## src/rtl/decoder_3to8.sv

```systemverilog
// Binary-to-one-hot 3-to-8 decoder with a registered capture path,
// selection-change flag and per-line saturating usage counters.

module decoder_3to8 (
    input  logic       clk,
    input  logic       rst,
    input  logic [2:0] sel,
    output logic [7:0] y,
    input  logic       en,
    output logic [7:0] y_q,
    output logic [2:0] sel_q,
    output logic       chg,
    input  logic       cnt_clr,
    input  logic [2:0] cnt_sel,
    output logic [7:0] cnt_out
);

    logic [7:0]      y_d;
    logic [2:0]      sel_d;
    logic            chg_d;
    logic            chg_q;
    logic            first_d;
    logic            first_q;
    logic [7:0][7:0] cnt_d;
    logic [7:0][7:0] cnt_q;

    // Pure function of sel so it stays valid with the clocked inputs floating.
    assign y = 8'b0000_0001 << sel;

    always_comb begin
        y_d     = y_q;
        sel_d   = sel_q;
        chg_d   = 1'b0;
        first_d = first_q;
        cnt_d   = cnt_q;
        if (en) begin
            y_d     = y;
            sel_d   = sel;
            chg_d   = first_q || (sel != sel_q);
            first_d = 1'b0;
            if (cnt_q[sel] != 8'hFF) begin
                cnt_d[sel] = cnt_q[sel] + 8'd1;
            end
        end
        // Clear wins over a same-edge increment.
        if (cnt_clr) begin
            cnt_d = '0;
        end
    end

    always_ff @(posedge clk or posedge rst) begin
        if (rst) begin
            y_q     <= 8'h00;
            sel_q   <= 3'd0;
            chg_q   <= 1'b0;
            first_q <= 1'b1;
            cnt_q   <= '0;
        end else begin
            y_q     <= y_d;
            sel_q   <= sel_d;
            chg_q   <= chg_d;
            first_q <= first_d;
            cnt_q   <= cnt_d;
        end
    end

    assign chg     = chg_q;
    assign cnt_out = cnt_q[cnt_sel];

endmodule

```

## config.mk

```make
export PLATFORM = sky130hd
export DESIGN_NAME = decoder_3to8
export DESIGN_NICKNAME = d
export VERILOG_FILES = /design/src/rtl/decoder_3to8.sv
export SDC_FILE = /design/constraint.sdc
export NUM_CORES = 1
export LEC_CHECK = 0
export ABC_AREA = 1
export ABC_CLOCK_PERIOD_IN_PS = 4700
export CAP_MARGIN = 20
export CORE_MARGIN = 4
export CORE_UTILIZATION = 63
export CTS_CLUSTER_DIAMETER = 150
export DETAILED_ROUTE_END_ITERATION = 8
export PLACE_DENSITY = 0.86
export SYNTH_ARGS = -nofsm -noshare
export SYNTH_HDL_FRONTEND = slang
export SYNTH_SLANG_ARGS = --single-unit
```

## constraint.sdc

```tcl
create_clock -name clk -period 4.7 [get_ports clk]
set_input_delay 0.94 -clock clk [delete_from_list [all_inputs] [get_ports clk]]
set_output_delay 0.94 -clock clk [all_outputs]
set_load 0.01 [all_outputs]
```

Yosys cells after proc, flatten, opt, wreduce, memory -nomap -nowiden. Index checks and enable logic that the tools add are counted.

$add $sub $neg: 1. Magnitude comparators: 3. Equal/unequal tests: 2. Shift operators: 1. Mux-type cells: 11. Reduce and logical (&&, ||, !) cells: 5.

Operators with widths (count): $mux W64 (3); $bwmux W64 (1); $bmux W8 S3 (2); $demux W8 S3 (1); $mux W8 (3); $add A8 B1 Y8 const B (1); $lt A3 B4 Y1 const B (2); $ne A8 B8 Y1 const B (1); $shl A1 B3 Y8 const A (1); $reduce_bool A2 Y1 (2); $ge A3 B1 Y1 const B (1); $ne A3 B3 Y1 (1); $reduce_and A2 Y1 (1); $logic_and A1 B1 Y1 (1); $logic_or A1 B1 Y1 (1); $mux W1 (1).

Register bits: 77. Bits of input ports: 10. Output and inout bits: 28. Word-level logic and storage cells: 35.

Logic depth before layout (Yosys ltp). Gate-level depths: netlist (run 1).

Depth in word-level cells: 8. Gate-level depth with buffers: 18. Mapped depth without buffers: 15.

Worst setup path before layout (run 1). Ideal clock, no wire load.

Kind: input-to-reg. From: input sel[0]. To: register cnt_q[55] in the netlist's numbering. Data arrival time: 2.641 ns. Path slack: 1.941 ns. Stages: 18. Buffers on the path: 3. Cells stage by stage: buf_6 inv_4 buf_4 nand2_1 nand2_1 nand2_1 nand2_1 nand2_1 nand2_2 ha_1 nand3_1 nor2_2 nand3_2 buf_8 nand3_4 inv_2 nand2_1 nand2_1.

Word-level cells in the longest chain between the ends: 8.

Ends and longest elaborated chain: from (decl) (RTL line 7) `input logic [2:0] sel,`; branches (longest 8 deep; another with $add A8 B1 Y8); to (signal assigned) (RTL line 63) `cnt_q <= cnt_d;`; to (decl) (RTL line 25) `logic [7:0][7:0] cnt_q;`.

Parallel ways; which one is timed is not known. The select of a mux whose other input is x is not followed. A chain may end at the register's enable or synchronous reset.

Worst setup path in the final report (run 1).
From: input cnt_sel[1]. To: output cnt_out[2].

Word-level cells in the longest chain between the ends: 2.

Ends and longest elaborated chain: from (decl) (RTL line 14) `input logic [2:0] cnt_sel,`; $bmux W8 S3 (RTL line 68) `assign cnt_out = cnt_q[cnt_sel];`; $mux W8 (implied by the code) (RTL line 68); to (decl) (RTL line 15) `output logic [7:0] cnt_out`.

No other way between the ends. The select of a mux whose other input is x is not followed.

==> impl_metrics.toml, run 1 <==
[setup_path]
reg2reg_setup_slack_ns = 2.07
worst_path_most_repeated_cell = "sky130_fd_sc_hd__clkdlybuf4s50_1"
critical_path_required_ns = 3.76
cp-end-kind = "output pin"
cell_type_of_the_slowest_stage_on_the_worst_timing_path = "sky130_fd_sc_hd__clkdlybuf4s50_1"
worstRegToRegCells = 15
worstReg2RegEnd = "cnt_q[39]"
worst-setup-path-type = "input pin to output pin"
worst-path-max-fanout = 16
worst_r2r_startpoint = "cnt_q[0]"
critical_path.cell_chain = "clkdlybuf4s50_1 > inv_1 > o21ai_0 > o22ai_1 > nor2_1 > a31oi_1 > clkdlybuf4s50_1"
critical-path-max-stage-delay_ns = 0.58
crit_path_arrival_time_ns = 3.13
start_kind = "input pin"

[logic_synthesis]
synth_top_cells_by_area = "sky130_fd_sc_hd__dfrtp_1, sky130_fd_sc_hd__nand2_1, sky130_fd_sc_hd__nand3_1"
synthesis.yosys.warnings = 0
yosysTopAreaCell = "sky130_fd_sc_hd__dfrtp_1"
synth_area_per_cell_sq_um = 6.92
synthesized_area_sq_um = 4600
ys_seq_area_share_pct = 41.9
ys_seq_elements = 77
synth_top_area_share_pct = 41.3
syn-instance-count = 665
post_synth_num_cell_types = 31
synth_nets = 676

[clocking]
cts.root.buffer_cell = "sky130_fd_sc_hd__clkbuf_8"
ctsHoldBuffers = 0
tritoncts.num_buffers = 9
h-tree-depth = 3
clock_buffer_depth = 2
post-cts-setup-buffers = 0
numClockSinks = 77
postCtsResizedCells = 0
clock_latency_ns = 0.36
clk_pin_slew_worst_paths_ns = 0.07
tritoncts = "built"

[layout]
drive_gt1_share_pct = 7.16
num-nets-final = 704
post-route-cell-area_sq_um = 5250
antenna_cells_inserted = 0
area_growth_from_synthesis_to_layout_pct = 14.1
final.fill_count = 535
layout_common_cells = "sky130_fd_sc_hd__nand2_1, sky130_fd_sc_hd__nand3_1, sky130_fd_sc_hd__dfrtp_1"
mostFrequentLayoutCell = "sky130_fd_sc_hd__nand2_1"

[timing]
drv_slew = 0
final_hold_viol_count = 0
fin_tns_setup_ns = 0
final.setup_skew_ns = 0.0119
timing.final.crit_period_ns = 4.07
worstMarginPinSlew_ns = 0.852
max_freq_ghz = 0.246
max-slew-margin-rel_pct = 43.1
worst_hold_slack_ns = 0.445
layout_worst_path_cycle_share_pct = 86.5
total_setup_violations_reported_at_the_end_of_the_flow = 0
grt_setup_unrepaired = "no"

[min_path]
hold_start = "first_q"
hold-path-endpoint = "first_q"
hold_path_class = "flop to flop"
min_delay_path_depth = 2

[floorplanning]
fp.dieArea_sq_um = 8740
chipHeight_um = 93.5
floorplan.die.width_um = 93.5
row_count = 30
pin_count = 38
initial_utilization_pct = 66.3
floorplan.core_area_sq_um = 6940

[placement]
port-buffer-count = 37
place_congestion = 0.981
dpl.hpwl_mm = 9.11
placed_cell_area_sq_um = 5010

[job]
max-cap-violations = 0

[power_and_ir_drop]
power-per-cell-area_nw_per_um2 = 284
leakagePower_nw = 2.65
max-vdd-ir-drop_mv = 0.218
p_total_mw = 1.49

[grt]
grt_overflow_total = 0
vias_in_the_first_global_route = 4504
grt_max_degree = 48
initial_antenna_violation_count = 0
grt_pass1_wl_mm = 21.9
grt_util_all_layers_pct = 31.9

[route]
wl_per_cell_um = 16.4
count_of_vias_placed_by_the_detailed_router = 4756
finalWirelength_mm = 13.1
drtIter0Drc = 460
drtAntennaViolNets = 0
drc = 0
vias_cell = 5.99
drt-pass1-iter-count = 5

[status]
status = "completed"
## layout make-up
class	count	area [sq um]	share of cell area [%]
well taps	96	120	2.29
clock buffers	12	145	2.76
clock inverters	4	95.1	1.81
inverters	43	164	3.12
flip-flops and latches	77	1930	36.7
multi-input cells	513	2340	44.6
repair buffers	49	460	8.76
## where the power goes
group	internal (mW)	switching, mW	total [mW]	leakage [nW]
clock network	0.367	0.246	0.613	0.121
registers	0.675	0.0106	0.686	1.06
logic	0.0671	0.129	0.196	1.47
## worst max-delay path by stage
stage,endpoint,slack (ns),start,depth (start not counted)
floorplan,chg,1.79,rst,1
global placement,cnt_q[47],0.72,sel[0],17
detailed placement,cnt_q[39],0.55,sel[0],17
CTS,cnt_out[0],0.70,cnt_sel[1],7
global route,cnt_out[0],0.52,cnt_sel[1],7
finish,cnt_out[2],0.63,cnt_sel[1],7
## synth_stat cells, drive strengths merged
cell type and instances:
xnor2 1, clkbuf 18, dfstp 1, nor2 60
or2 1, o21ai 88, nand3 89, inv 40
a21oi 12, ha 1, xor2 2, clkinv 3
o22ai 5, nand2 245, a31oi 9, dfrtp 76
buf 14
## sequential cells by signal, indices dropped and copies added (netlist names)
signal and count:
cnt_q 64, sel_q 3, y_q 8, first_q 1, chg 1
## layer usage
metal  wire length [um]  track usage, %
met1               5410            43.9
met2               6030            49.2
met3               1270            5.79
met4                349            14.2
met5                  0               0
## kinds of logic (layout without fill, tap and decap cells)
family          Yosys count  after routing  share of synthesized area, %
buf+inv                  75            108                          7.28
simple gates            395            395                          37.1
compound gates          114            114                          12.8
fa+ha+maj                 1              1                         0.272
xor+xnor                  3              3                         0.734
flops                    77             77                          41.9
## stage by stage
| stage | std cells | setup slack (ns) | util, % |
|---|---|---|---|
| final | 794 | 0.633 | 75.7 |
| after global routing | 794 | 0.517 | 75.7 |
| after CTS | 794 | 0.695 | 75.7 |
| after detailed placement | 778 | 0.547 | 72.2 |
| after global placement | 778 | 0.723 | 72.2 |
| after floorplan | 665 | 1.79 | - |
## worst max-delay path: cells and delay by family
family	cells	cell delay, ns
AO/OA/AOI/OAI	3	0.60
buffers and inverters	3	1.50
AND/OR/NAND/NOR	1	0.07
Note: power is estimated with default switching activity, not from simulation.
==> run 2, diff against run 1 <==
--- a/config.mk
+++ b/config.mk
@@ -12,6 +12,7 @@
 export CORE_UTILIZATION = 63
 export CTS_CLUSTER_DIAMETER = 150
 export DETAILED_ROUTE_END_ITERATION = 8
+export MAX_ROUTING_LAYER = met4
 export PLACE_DENSITY = 0.86
 export SYNTH_ARGS = -nofsm -noshare
 export SYNTH_HDL_FRONTEND = slang
==> impl_metrics.toml, run 2 (same netlist as run 1, synthesis figures left out) <==
[grt]
initial_antenna_violation_count = 0
grt_overflow_total = 0
vias_in_the_first_global_route = 4359
grt_max_degree = 56
grt_pass1_wl_mm = 21.7
grt_util_all_layers_pct = 32.3

[floorplanning]
chipHeight_um = 93.5
initial_utilization_pct = 66.3
floorplan.die.width_um = 93.5
fp.dieArea_sq_um = 8740
pin_count = 38
floorplan.core_area_sq_um = 6940
row_count = 30

[route]
drt-pass1-iter-count = 5
wl_per_cell_um = 16.5
finalWirelength_mm = 13.2
drc = 0
drtIter0Drc = 434
count_of_vias_placed_by_the_detailed_router = 4770
vias_cell = 5.99
drtAntennaViolNets = 0

[placement]
place_congestion = 0.986
port-buffer-count = 37
dpl.hpwl_mm = 9.20

[layout]
largestRegisters = "cnt_q (64), y_q (8), sel_q (3)"
antenna_cells_inserted = 0
area_growth_from_synthesis_to_layout_pct = 14.1
largest_reg_flops = 64
post-route-util_pct = 75.6
num-nets-final = 706
drive_gt1_share_pct = 7.57
layout_common_cells = "sky130_fd_sc_hd__nand2_1, sky130_fd_sc_hd__nand3_1, sky130_fd_sc_hd__dfrtp_1"
final.fill_count = 532
mostFrequentLayoutCell = "sky130_fd_sc_hd__nand2_1"
largest-register = "cnt_q"

[timing]
fin_tns_setup_ns = 0
drv_slew = 0
max-slew-margin-rel_pct = 48.1
max_freq_ghz = 0.246
final_hold_viol_count = 0
timing.final.crit_period_ns = 4.07
grt_setup_unrepaired = "no"
final.setup_skew_ns = 0.0126
worstMarginPinSlew_ns = 0.778
worst_hold_slack_ns = 0.445
total_setup_violations_reported_at_the_end_of_the_flow = 0
layout_worst_path_cycle_share_pct = 86.6

[clocking]
ctsHoldBuffers = 0
clock_buffer_depth = 2
tritoncts.num_buffers = 9
clk_pin_slew_worst_paths_ns = 0.08
cts.root.buffer_cell = "sky130_fd_sc_hd__clkbuf_8"
postCtsResizedCells = 0
clock_latency_ns = 0.35
numClockSinks = 77
h-tree-depth = 3
tritoncts = "built"
post-cts-setup-buffers = 0

[power_and_ir_drop]
leakagePower_nw = 2.65
max-vdd-ir-drop_mv = 0.222
power-per-cell-area_nw_per_um2 = 270

[setup_path]
crit_path_arrival_time_ns = 3.13
critical_path_required_ns = 3.76
start_kind = "input pin"
worst-setup-path-type = "input pin to output pin"
worst-path-max-fanout = 16
cp-end-kind = "output pin"
worstRegToRegCells = 15

[status]
status = "completed"

[job]
max-cap-violations = 0

[min_path]
hold_path_class = "flop to flop"
min_delay_path_depth = 2
==> run 2: cell types whose count changed in the layout (fill, tap and decap cells not counted), sizes merged <==
cell / delta
buf: +2
clkinvlp: +1
clkbuf: +1
bufinv: -2
==> run 2: layer usage <==
layer	wire length (um)	vias up	GRT usage, %
li1	-	2217	-
met1	5590	2224	44.0
met2	6040	295	48.9
met3	1210	34	5.07
met4	335	0	12.5
met5	0	-	-
==> run 2: worst max-delay path, stage by stage <==
cell and delay [ns]:
sky130_fd_sc_hd__clkdlybuf4s50_1 0.44, sky130_fd_sc_hd__inv_1 0.48, sky130_fd_sc_hd__o21ai_0 0.18, sky130_fd_sc_hd__o22ai_1 0.19
sky130_fd_sc_hd__nor2_1 0.07, sky130_fd_sc_hd__a31oi_1 0.24, sky130_fd_sc_hd__clkdlybuf4s50_1 0.59
==> run 2: final timing paths <==
| check | slack (ns) | end | startpoint |
|---|---|---|---|
| worst min register to register | 0.45 | first_q | first_q |
| worst min-delay path | 0.45 | first_q | first_q |
| max in group asynchronous | 3.12 | cnt_q[51] | rst |
| min in group asynchronous | 0.82 | cnt_q[24] | rst |
| worst max-delay path | 0.63 | cnt_out[2] | cnt_sel[1] |
| worst max register to register | 2.13 | cnt_q[55] | cnt_q[0] |
==> run 2: report_power, final <==
group	internal (mW)	switching, mW	leakage (nW)	total, mW
Combinational	0.0694	0.130	1.48	0.200
Sequential	0.675	0.0108	1.06	0.686
Clock	0.289	0.245	0.106	0.533
==> run 2: layout make-up <==
type                       instances  area, sq um  area share, %
clock inverter                     3         42.5          0.810
sequential                        77         1930           36.7
clock buffer                      13          169           3.22
inverter                          43          164           3.12
tap                               96          120           2.29
multi-input combinational        513         2340           44.6
timing repair buffer              51          488           9.29
==> run 2: per-stage QoR <==
stage               cell area, sq um  power [mW]  std cells  setup slack, ns
detailed placement              5020       0.891        779            0.642
global route                    5250        1.47        796            0.538
global placement                5020       0.888        779            0.740
CTS                             5230        1.41        795            0.696
floorplan                       4600       0.814        665             1.79
finish                          5250        1.42        796            0.628
==> run 3, diff against run 2 <==
--- a/config.mk
+++ b/config.mk
@@ -7,13 +7,13 @@
 export LEC_CHECK = 0
 export ABC_AREA = 1
 export ABC_CLOCK_PERIOD_IN_PS = 4700
-export CAP_MARGIN = 20
 export CORE_MARGIN = 4
 export CORE_UTILIZATION = 63
+export CTS_BUF_LIST = sky130_fd_sc_hd__clkbuf_8 sky130_fd_sc_hd__clkbuf_16
 export CTS_CLUSTER_DIAMETER = 150
 export DETAILED_ROUTE_END_ITERATION = 8
 export MAX_ROUTING_LAYER = met4
-export PLACE_DENSITY = 0.86
+export PLACE_DENSITY_LB_ADDON = 0.12
 export SYNTH_ARGS = -nofsm -noshare
 export SYNTH_HDL_FRONTEND = slang
 export SYNTH_SLANG_ARGS = --single-unit
==> impl_metrics.toml, run 3 (same netlist as run 1, synthesis figures left out) <==
[timing]
worst_hold_slack_ns = 0.465
fin_tns_setup_ns = 0
layout_worst_path_cycle_share_pct = 86.3
final.setup_skew_ns = 0.00941
max-slew-margin-rel_pct = 50.1
setup_ws_ns = 0.644
grt_setup_unrepaired = "no"
timing.final.crit_period_ns = 4.06
final_hold_viol_count = 0
max_freq_ghz = 0.247
total_setup_violations_reported_at_the_end_of_the_flow = 0
drv_slew = 0
worstMarginPinSlew_ns = 0.747

[layout]
largest_reg_flops = 64
post-route-cell-area_sq_um = 5270
layout_common_cells = "sky130_fd_sc_hd__nand2_1, sky130_fd_sc_hd__nand3_1, sky130_fd_sc_hd__dfrtp_1"
num-nets-final = 703
largestRegisters = "cnt_q (64), y_q (8), sel_q (3)"
mostFrequentLayoutCell = "sky130_fd_sc_hd__nand2_1"
largest-register = "cnt_q"
drive_gt1_share_pct = 7.03
area_growth_from_synthesis_to_layout_pct = 14.5
antenna_cells_inserted = 0

[route]
drt-pass1-iter-count = 6
wl_per_cell_um = 16.4
drc = 0
vias_cell = 5.96
count_of_vias_placed_by_the_detailed_router = 4730
drtAntennaViolNets = 0
drtIter0Drc = 449
finalWirelength_mm = 13.0

[min_path]
min_delay_path_depth = 2
hold-path-endpoint = "first_q"
hold_path_class = "flop to flop"
hold_start = "first_q"

[grt]
grt_max_degree = 45
initial_antenna_violation_count = 0
vias_in_the_first_global_route = 4431
grt_overflow_total = 0
grt_pass1_wl_mm = 21.6
grt_util_all_layers_pct = 32.5

[clocking]
h-tree-depth = 3
numClockSinks = 77
clock_latency_ns = 0.35
cts.root.buffer_cell = "sky130_fd_sc_hd__clkbuf_8"
post-cts-setup-buffers = 0
tritoncts = "built"
ctsHoldBuffers = 0
clock_buffer_depth = 2
tritoncts.num_buffers = 9
postCtsResizedCells = 0
clk_pin_slew_worst_paths_ns = 0.07

[floorplanning]
initial_utilization_pct = 66.3
floorplan.core_area_sq_um = 6940
floorplan.die.width_um = 93.5
fp.dieArea_sq_um = 8740
row_count = 30
chipHeight_um = 93.5
pin_count = 38

[setup_path]
crit_path_arrival_time_ns = 3.12
worst-setup-path-type = "input pin to output pin"
start_kind = "input pin"
worst-path-max-fanout = 16
critical_path.cell_chain = "clkdlybuf4s50_1 > inv_1 > o21ai_0 > o22ai_1 > nor2_1 > a31oi_1 > clkdlybuf4s50_1"
critical_path_required_ns = 3.76
worstRegToRegCells = 14
worstReg2RegEnd = "cnt_q[15]"
critPathTopFamily = "buffers and inverters"
worst_path_most_repeated_cell = "sky130_fd_sc_hd__clkdlybuf4s50_1"
worst_r2r_startpoint = "cnt_q[56]"
critical-path-max-stage-delay_ns = 0.56
cell_type_of_the_slowest_stage_on_the_worst_timing_path = "sky130_fd_sc_hd__clkdlybuf4s50_1"
reg2reg_setup_slack_ns = 2.10
worst-path-buf-inv = 3
cp-end-kind = "output pin"

[placement]
placed_cell_area_sq_um = 5010
place_congestion = 1.02
dpl.hpwl_mm = 8.98
place_worst_setup_slack_ns = 0.558
port-buffer-count = 37

[power_and_ir_drop]
max-vdd-ir-drop_mv = 0.219
power-per-cell-area_nw_per_um2 = 292
leakagePower_nw = 2.66

[job]
max-cap-violations = 0

[status]
status = "completed"
run 3: cell types whose count changed in the layout (fill, tap and decap cells not counted), moves of 2 or more:
cell                        change
sky130_fd_sc_hd__buf_4          -2
sky130_fd_sc_hd__bufinv_16      +3
sky130_fd_sc_hd__clkbuf_8       -2
sky130_fd_sc_hd__inv_1          +2
run 3: where the power goes:
part | switching (mW) | internal (mW)
clock network | 0.239 | 0.417
logic | 0.129 | 0.0666
registers | 0.0104 | 0.675
total | 0.378 | 1.16
run 3: worst register-to-register path: cells and delay by family, from the launching register on:
kind	cells	cell delay, ns
adders and majority gates	1	0.20
buffers and inverters	1	0.12
DFF	1	0.42
and+or+nand+nor	12	1.75
run 3: cell type report:
class                           instances  area [sq um]
Inverter                               43           164
Multi-Input combinational cell        513          2340
Clock buffer                           10           138
Tap cell                               96           120
Fill cell                             516          1670
Clock inverter                          6           128
Timing Repair Buffer                   48           453
Sequential cell                        77          1930
run 3: how the worst max path moves through the flow:
stage	start	to	slack, ns	cells past startpoint
floorplan	rst	chg	1.79	1
detailed placement	sel[0]	cnt_q[41]	0.56	16
CTS	cnt_sel[1]	cnt_out[2]	0.70	7
global placement	sel[0]	cnt_q[55]	0.73	17
finish	cnt_sel[1]	cnt_out[1]	0.64	7
global route	cnt_sel[1]	cnt_out[2]	0.58	7
run 3: routing by layer:
metal / track usage (%) / wire [um] / vias to the layer above / share of wire (%)
met5: - / 0 / - / 0
met4: 14.7 / 388 / 0 / 3.0
met3: 7.08 / 1340 / 42 / 10
met2: 48.7 / 6010 / 299 / 46
met1: 42.3 / 5300 / 2175 / 41
li1: - / - / 2214 / -
run 3: per-stage QoR:
step | power [mW] | util (%) | instances
after floorplan | 0.814 | - | 665
after global placement | 0.885 | 72.1 | 777
after detailed placement | 0.889 | 72.1 | 777
after CTS | 1.54 | 75.9 | 793
after global routing | 1.58 | 75.9 | 793
final | 1.54 | 75.9 | 793
